===== src/rtl/muladd_pkg.sv =====
// Shared constants and element/word types for the MulAdd result path.
package muladd_pkg;

    localparam int DATA_W    = 16;
    localparam int PAYLOAD_W = 2 * DATA_W;
    localparam int FRAME_LEN = 256;

    typedef logic [DATA_W-1:0]    result_elem_t;
    typedef logic [PAYLOAD_W-1:0] result_word_t;

endpackage


===== src/rtl/muladd_sync_fifo.sv =====
// Single-clock first-word fall-through FIFO. The head entry is visible on
// head_o whenever empty_o is low. A push while full is accepted only when a
// pop happens in the same cycle, which frees the slot being written.
module muladd_sync_fifo #(
    parameter int WIDTH = 32,
    parameter int DEPTH = 16
) (
    input  logic                     clk,
    input  logic                     rst_n,
    input  logic                     push_i,
    input  logic [WIDTH-1:0]         push_data_i,
    input  logic                     pop_i,
    output logic [WIDTH-1:0]         head_o,
    output logic                     full_o,
    output logic                     empty_o,
    output logic [$clog2(DEPTH):0]   level_o
);

    localparam int AW = $clog2(DEPTH);

    logic [WIDTH-1:0] mem [DEPTH];
    logic [AW-1:0]    wr_ptr;
    logic [AW-1:0]    rd_ptr;
    logic [AW:0]      count;
    logic             do_push;
    logic             do_pop;

    assign full_o  = (count == (AW+1)'(DEPTH));
    assign empty_o = (count == '0);
    assign level_o = count;
    assign head_o  = mem[rd_ptr];

    assign do_pop  = pop_i & ~empty_o;
    assign do_push = push_i & (~full_o | do_pop);

    // Storage array; no reset needed, contents are qualified by count.
    always_ff @(posedge clk) begin
        if (do_push) mem[wr_ptr] <= push_data_i;
    end

    // Pointers and occupancy; power-of-two depth lets pointers wrap naturally.
    always_ff @(posedge clk or negedge rst_n) begin
        if (!rst_n) begin
            wr_ptr <= '0;
            rd_ptr <= '0;
            count  <= '0;
        end else begin
            if (do_push) wr_ptr <= wr_ptr + AW'(1);
            if (do_pop)  rd_ptr <= rd_ptr + AW'(1);
            case ({do_push, do_pop})
                2'b10:   count <= count + (AW+1)'(1);
                2'b01:   count <= count - (AW+1)'(1);
                default: count <= count;
            endcase
        end
    end

endmodule


===== src/rtl/muladd_result_unpacker.sv =====
// Buffers packed two-element result words from MulAdd_top and re-emits them
// as a one-element-per-transfer valid/ready stream with frame markers.
// The producer cannot be stalled, so a full FIFO drops words and latches a
// sticky overflow flag.
module muladd_result_unpacker
    import muladd_pkg::*;
#(
    parameter int DATA_W     = muladd_pkg::DATA_W,
    parameter int FIFO_DEPTH = 16,
    parameter int FRAME_LEN  = muladd_pkg::FRAME_LEN
) (
    input  logic                          clk_data,
    input  logic                          rst_n,
    input  logic                          result_valid_i,
    input  logic [2*DATA_W-1:0]           result_payload_i,
    output logic                          out_valid_o,
    input  logic                          out_ready_i,
    output logic [DATA_W-1:0]             out_data_o,
    output logic                          out_last_o,
    output logic                          frame_done_o,
    output logic [$clog2(FIFO_DEPTH):0]   fifo_level_o,
    output logic                          overflow_o,
    input  logic                          clear_ovf_i
);

    localparam int CW = $clog2(FRAME_LEN);

    // Half-select FSM: which half of the head word is presented.
    localparam logic [0:0] HALF_HIGH = 1'b1;
    localparam logic [0:0] HALF_LOW  = 1'b0;

    logic [0:0]          half_q;
    logic [CW-1:0]       elem_cnt;
    logic [2*DATA_W-1:0] head;
    logic                fifo_full;
    logic                fifo_empty;
    logic                xfer;
    logic                pop;
    logic                drop;
    logic                at_last;

    assign out_valid_o = ~fifo_empty;
    assign xfer        = out_valid_o & out_ready_i;
    assign pop         = xfer & (half_q == HALF_LOW);
    // Full FIFO only takes the word if the low half leaves this cycle.
    assign drop        = result_valid_i & fifo_full & ~pop;
    assign at_last     = (elem_cnt == CW'(FRAME_LEN - 1));

    // Gate with valid so the idle output is a clean zero, not stale memory.
    assign out_data_o  = fifo_empty           ? '0 :
                         (half_q == HALF_HIGH) ? head[2*DATA_W-1:DATA_W]
                                               : head[DATA_W-1:0];
    assign out_last_o  = out_valid_o & at_last;

    muladd_sync_fifo #(
        .WIDTH (2*DATA_W),
        .DEPTH (FIFO_DEPTH)
    ) u_fifo (
        .clk         (clk_data),
        .rst_n       (rst_n),
        .push_i      (result_valid_i),
        .push_data_i (result_payload_i),
        .pop_i       (pop),
        .head_o      (head),
        .full_o      (fifo_full),
        .empty_o     (fifo_empty),
        .level_o     (fifo_level_o)
    );

    // Flip between high and low half on every accepted element.
    always_ff @(posedge clk_data or negedge rst_n) begin
        if (!rst_n) begin
            half_q <= HALF_HIGH;
        end else if (xfer) begin
            half_q <= (half_q == HALF_HIGH) ? HALF_LOW : HALF_HIGH;
        end
    end

    // Element position within the frame; wraps after the last element.
    always_ff @(posedge clk_data or negedge rst_n) begin
        if (!rst_n) begin
            elem_cnt <= '0;
        end else if (xfer) begin
            elem_cnt <= at_last ? '0 : elem_cnt + CW'(1);
        end
    end

    // One-cycle pulse after the final element of a frame is accepted.
    always_ff @(posedge clk_data or negedge rst_n) begin
        if (!rst_n) frame_done_o <= 1'b0;
        else        frame_done_o <= xfer & at_last;
    end

    // Sticky overflow; a drop in the same cycle as a clear keeps it set.
    always_ff @(posedge clk_data or negedge rst_n) begin
        if (!rst_n)           overflow_o <= 1'b0;
        else if (drop)        overflow_o <= 1'b1;
        else if (clear_ovf_i) overflow_o <= 1'b0;
    end

endmodule


===== config.mk =====
export PLATFORM = sky130hd
export DESIGN_NAME = muladd_result_unpacker
export DESIGN_NICKNAME = d
export VERILOG_FILES = /design/src/rtl/muladd_pkg.sv /design/src/rtl/muladd_sync_fifo.sv /design/src/rtl/muladd_result_unpacker.sv
export SDC_FILE = /design/constraint.sdc
export NUM_CORES = 1
export LEC_CHECK = 0
export BUFFER_PORTS_ARGS = -buffer_cell sky130_fd_sc_hd__buf_2
export CAP_MARGIN = 5
export CORE_MARGIN = 5
export CORE_UTILIZATION = 45
export CTS_CLUSTER_DIAMETER = 100
export CTS_CLUSTER_SIZE = 12
export DETAILED_ROUTE_END_ITERATION = 10
export SYNTH_ARGS = -nofsm -noshare
export SYNTH_HDL_FRONTEND = slang
export SYNTH_HIERARCHICAL = 1
export SYNTH_SLANG_ARGS = --single-unit
export TNS_END_PERCENT = 30

===== constraint.sdc =====
create_clock -name clk_data -period 9.8 [get_ports clk_data]
set_clock_uncertainty 0.2 [all_clocks]
set_input_delay 2.94 -clock clk_data [delete_from_list [all_inputs] [get_ports clk_data]]
set_output_delay 2.94 -clock clk_data [all_outputs]
set_load 0.01 [all_outputs]

Word-level counts from Yosys, hierarchy flattened
Memory sizes are Yosys's and may differ from the RTL's.
Cells that the tools add are included.
- $add $sub $neg: 5
- multiply operators: 0
- divide/modulo/power cells: 0
- magnitude comparators: 0
- equal/unequal tests: 4
- shift-type cells: 0
- mux-type cells: 9
- bitwise gates (word level): 13
- reduce and logical (&&, ||, !) cells: 3
- operator list (operator ; count):
    16-bit two-way mux ; 2
    5-bit one-hot mux with 2 select lines ; 1
    4-bit by 1-bit adder with 4-bit output (second input constant) ; 2
    8-bit by 1-bit adder with 8-bit output (second input constant) ; 1
    1-bit AND ; 8
    8-bit == test (second input constant) ; 1
    8-bit two-way mux ; 1
    5-bit by 1-bit adder with 5-bit output (second input constant) ; 1
    5-bit == test (second input constant) ; 1
    5-bit logical NOT ; 1
    1-bit two-way mux ; 5
    5-bit by 1-bit subtractor with 5-bit output (second input constant) ; 1
    1-bit NOT ; 4
    2-bit nonzero test ; 2
    2-bit by 1-bit == test with 1-bit output (second input constant) ; 1
    2-bit == test (second input constant) ; 1
    1-bit bitwise OR ; 1
- register bits: 24
- latch bits: 0
- RAM bits: 512
- bits in read-only memories: 0
- bits of input ports: 37
- output and inout port bits: 25
- logic and storage cells: 42
- memories kept: 1
- memories (memory ; words ; bits a word ; rd ports ; clocked after memory_dff ; wr ports ; RTL line ; RTL):
    u_fifo.mem ; 16 ; 32 ; 1 ; 0 ; 1 ; muladd_sync_fifo.sv:21 ; logic [WIDTH-1:0] mem [DEPTH];

Logic depth before layout (Yosys ltp)
- depth in word-level cells: 9
- gate-level depth with buffers: 15
- gate-level depth less buffers: 12

Modules after synthesis
Netlist, hierarchy kept.
- modules (own cells, without submodules) (module ; instances ; cells an instance ; area each (um^2) ; sequential area each (um^2)):
    muladd_sync_fifo ; 1 ; 898 ; 20059.2 ; 15700.1
    muladd_result_unpacker ; 1 ; 83 ; 762.0 ; 276.5

Worst setup path after synthesis
No wires, ideal clock.
- path kind: input port to flip-flop
- start point: in out_ready_i
- end point: mem u_fifo.mem[11][0], enable pin
- library setup time: 461 ps
- arrival: 6124 ps
- required time: 9139 ps
- path slack: 3014 ps
- cell stages on the path: 8
- path buffers: 2
- cell sequence: nand2b_1 -> buf_6 -> nor2_1 -> clkbuf_1 -> nor2b_1 -> nand2_1 -> nand2_1 -> nor3_1
- word-level cells in the longest chain between the ends: 7
- RTL lines (what ; RTL line ; RTL):
    start: declaration ; muladd_result_unpacker.sv:17 ; input logic out_ready_i,
    1-bit AND ; muladd_result_unpacker.sv:43 ; assign xfer = out_valid_o & out_ready_i;
    1-bit AND ; muladd_result_unpacker.sv:44 ; assign pop = xfer & (half_q == HALF_LOW);
    via pop ; muladd_result_unpacker.sv:38 ; logic pop;
    1-bit AND ; muladd_sync_fifo.sv:33 ; assign do_pop = pop_i & ~empty_o;
    1-bit bitwise OR ; muladd_sync_fifo.sv:34 ; assign do_push = push_i & (~full_o | do_pop);
    1-bit AND ; muladd_sync_fifo.sv:34 ;
    1-bit two-way mux ; muladd_sync_fifo.sv:38 ; if (do_push) mem[wr_ptr] <= push_data_i;
    1-bit two-way mux (implied by the code) ; muladd_sync_fifo.sv:38 ;
    end: declaration ; muladd_sync_fifo.sv:21 ;
The timed path passes the listed nets, and every way through them passes these cells.

Worst setup path after layout
- start point: reg u_fifo.rd_ptr[1]
- end point: out out_data_o[5]
- word-level cells in the longest chain between the ends: 3
- RTL lines (what ; RTL line ; RTL):
    start: declaration ; muladd_sync_fifo.sv:23 ; logic [AW-1:0] rd_ptr;
    start signal: assignment ; muladd_sync_fifo.sv:49 ; if (do_pop) rd_ptr <= rd_ptr + AW'(1);
    memory read 16 x 32 bit ; n/a ;
    via head[21] ; muladd_result_unpacker.sv:34 ; logic [2*DATA_W-1:0] head;
    16-bit two-way mux ; muladd_result_unpacker.sv:51 ; (half_q == HALF_HIGH) ? head[2*DATA_W-1:DATA_W]
    16-bit two-way mux ; muladd_result_unpacker.sv:50 ; assign out_data_o = fifo_empty ? '0 :
    end: declaration ; muladd_result_unpacker.sv:18 ; output logic [DATA_W-1:0] out_data_o,
The timed path passes the listed nets, and every way through them passes these cells.

==> impl_metrics.tcl <==
set metrics [dict create \
    multiInputGateArea_sq_um 4710 \
    wl_per_cell_microns 28.0 \
    final_common_cell "edfxtp_1" \
    startpoint_type "flop" \
    drcViolationCount 0 \
    initial_core_util_pct 45.7 \
    final_cell_mix "edfxtp_1 (512), mux4_2 (128), a22oi_1 (64)" \
    grt_pass1_wl_microns 69300 \
    cp_cell_sequence "buf_4 -> mux4_2 -> a22oi_1 -> nand2_1 -> mux2i_1 -> nor2_1 -> buf_2" \
    syn-cell-area_sq_um 20800 \
    final_cell_area_sq_um 23400 \
    end_kind "output pin" \
    yosys_warnings 6 \
    post-route-min-period_ns 6.88 \
    post-route-period-util_pct 70.2 \
    place.gp.congestion 0.756 \
    setup.worst_path.class "reg2out" \
    cts_setup_buffers 0 \
    cts.sinks 536 \
    synth_cell_types 51 \
    seq_area_frac_synth_pct 76.7 \
    track_usage_pct 18.6 \
    dpl.cell_count 1618 \
    dr_total_vias 10100 \
    cts_buffer_depth 3 \
    required_ns 6.66 \
    critPathMaxStageDelay_ns 1.05 \
    worstSkewPairLatency_ns 0.58 \
    pin_count 62 \
    ant_nets 0 \
    hold_buffers 0 \
    die_h_microns 225 \
    synth_top_area_share_pct 73.8 \
    yosysTopAreaCell "edfxtp_1" \
    hold_path_class "reg2reg" \
    combPwrFrac_pct 29.7 \
    grt_max_degree 67 \
    crit_family "flip-flops" \
    synth_area_leaders "edfxtp_1 (74%), mux4_2 (14%), dfrtp_1 (2.8%), a22oi_1 (2.3%), nand2_1 (0.87%)" \
    seqPwrFrac_pct 44.6 \
    setup-tns-final_ns 0 \
    final_util_pct 51.3 \
    synthToLayoutAreaGrowth_pct 12.2 \
    syn-instance-count 981 \
    syn-num-nets 1028 \
    cp_max_fo 66 \
    dp_slack_ns 3.32 \
    numCtsBuffers 50 \
    final_nets 1117 \
    nFillCells 3629 \
    worst-path-buf-inv 2 \
    hold_viol 0 \
    cts_resized 0 \
    maxCapViolCount 0 \
    rsz0062_at_grt "false" \
    max_freq_ghz 0.145 \
    peakVddDrop_uv 169 \
    arrival_ns 3.74 \
    p_switching_mw 2.12 \
    slew_headroom_pct 29.9 \
    seqCellArea_sq_um 16000 \
    fp-row-count 78 \
    fin_cells 1682 \
    synth-seq-cells 536 \
    cts_root_buffer "clkbuf_16" \
    power.internal_mw 4.58 \
    antenna_found_initial 9 \
    p_leak_nw 7.56 \
    h-tree-depth 2 \
    die_w_microns 225 \
    status "finished, final reports clean" \
    slew_viol_final 0 \
    core_sq_um 45600 \
    grt_pass1_vias 10300 \
    cts_tree "built" \
    finalSetupViolCount 0 \
    worstMarginPinSlew_ns 1.05 \
    postSynthAreaPerCell_sq_um 21.2 \
    avgViaCountPerCell 5.98 \
    critPathSlowestCell "dfrtp_4" \
    powerDensity_nw_per_um2 287 \
    routed_wl_microns 47200 \
    p_sw_share_pct 31.6 \
    overflow 0 \
    die_area_sq_um 50700 \
    first_pass_iters 5 \
    hpwl_microns 26400 \
    numPortBuffers 61 \
    fin_ws_ns 2.92 \
    drtIter0Drc 983 \
    clockPowerShare_pct 25.7 \
    clk_transition_reported_paths_ns 0.06 \
    place_area_sq_um 22000 \
    drive_gt1_share_pct 28.1 \
]
[sequential cells by signal, indices dropped and copies added (netlist names)]
signal / cells
u_fifo/mem: 512
elem_cnt: 8
u_fifo/level_o: 5
u_fifo/rd_ptr: 4
u_fifo/wr_ptr: 4
frame_done_o: 1
half_q: 1
overflow_o: 1
[power groups by stage]
stage | logic [mW] | registers, mW | clock network (mW)
floorplan | 1.41 | 2.90 | 0
global placement | 2.01 | 3.03 | 0
detailed placement | 2.02 | 3.04 | 0
CTS | 2.03 | 2.99 | 1.77
global route | 2.14 | 3.02 | 1.86
finish | 1.99 | 2.99 | 1.72
[layout make-up]
type / instances / share of cell area, %
flip-flops and latches: 536 / 68.4
inverters: 9 / 0.145
clock buffers: 59 / 5.50
clock inverters: 4 / 0.273
multi-input cells: 383 / 20.2
repair buffers: 90 / 2.29
well taps: 600 / 3.21
diodes: 1 / 0.0107
[Yosys cell counts (all sizes together)]
cell and count:
a2111o 1, a211o 1, a21bo 1, a21boi 1, a21o 2, a21oi 5, a22o 2, a22oi 64
a31oi 2, a41oi 1, and2 1, and3 2, and4 1, and4b 1, buf 27, clkbuf 26
dfrtp 23, dfstp 1, edfxtp 512, fa 1, ha 9, inv 9, mux2 3, mux2i 18
mux4 128, nand2 48, nand2b 8, nand3 7, nand4 3, nor2 34, nor2b 4, nor3 7
nor4 1, o211a 1, o211ai 1, o21ai 3, o21bai 1, o221ai 1, o22ai 1, o31ai 1
or3 2, or4 2, xnor2 13, xor2 1
[final timing paths]
check | startpoint | endpoint | slack [ns] | cells after the start
max in group asynchronous | rst_n | u_fifo/rd_ptr[1] | 6.77 | 1
worst min-delay path | elem_cnt[6] | elem_cnt[6] | 0.28 | 1
worst max-delay path | u_fifo/rd_ptr[1] | out_data_o[5] | 2.92 | 7
worst min register to register | elem_cnt[6] | elem_cnt[6] | 0.28 | 1
min in group asynchronous | rst_n | elem_cnt[0] | 2.16 | 1
worst max register to register | u_fifo/level_o[1] | u_fifo/mem[4][10] | 5.32 | 9
[kinds of logic (layout without fill, tap and decap cells)]
group / Yosys count / in the layout / synth area share (%)
mux: 149 / 149 / 15.0
buf+inv: 62 / 162 / 1.26
compound gates: 89 / 89 / 3.20
simple gates: 121 / 121 / 2.63
other cells: 0 / 1 / 0
fa+ha+maj: 10 / 10 / 0.637
flops: 536 / 536 / 76.7
xor+xnor: 14 / 14 / 0.589
[stage by stage]
stage | power [mW] | hold slack, ns
6_report | 6.70 | 0.277
5_1_grt | 7.02 | 0.295
4_1_cts | 6.79 | 0.282
3_5_place_dp | 5.06 | 0.269
3_3_place_gp | 5.04 | 0.256
2_1_floorplan | 4.31 | 0.238
[layer usage]
| metal | vias up | track usage (%) | wire length (microns) |
|---|---|---|---|
| li1 | 4233 | - | - |
| met1 | 5383 | 27.6 | 20700 |
| met2 | 344 | 28.8 | 22300 |
| met3 | 84 | 3.54 | 3060 |
| met4 | 10 | 5.13 | 1040 |
| met5 | - | 0 | 69 |
No activity file was read; power rests on OpenSTA's default activity.
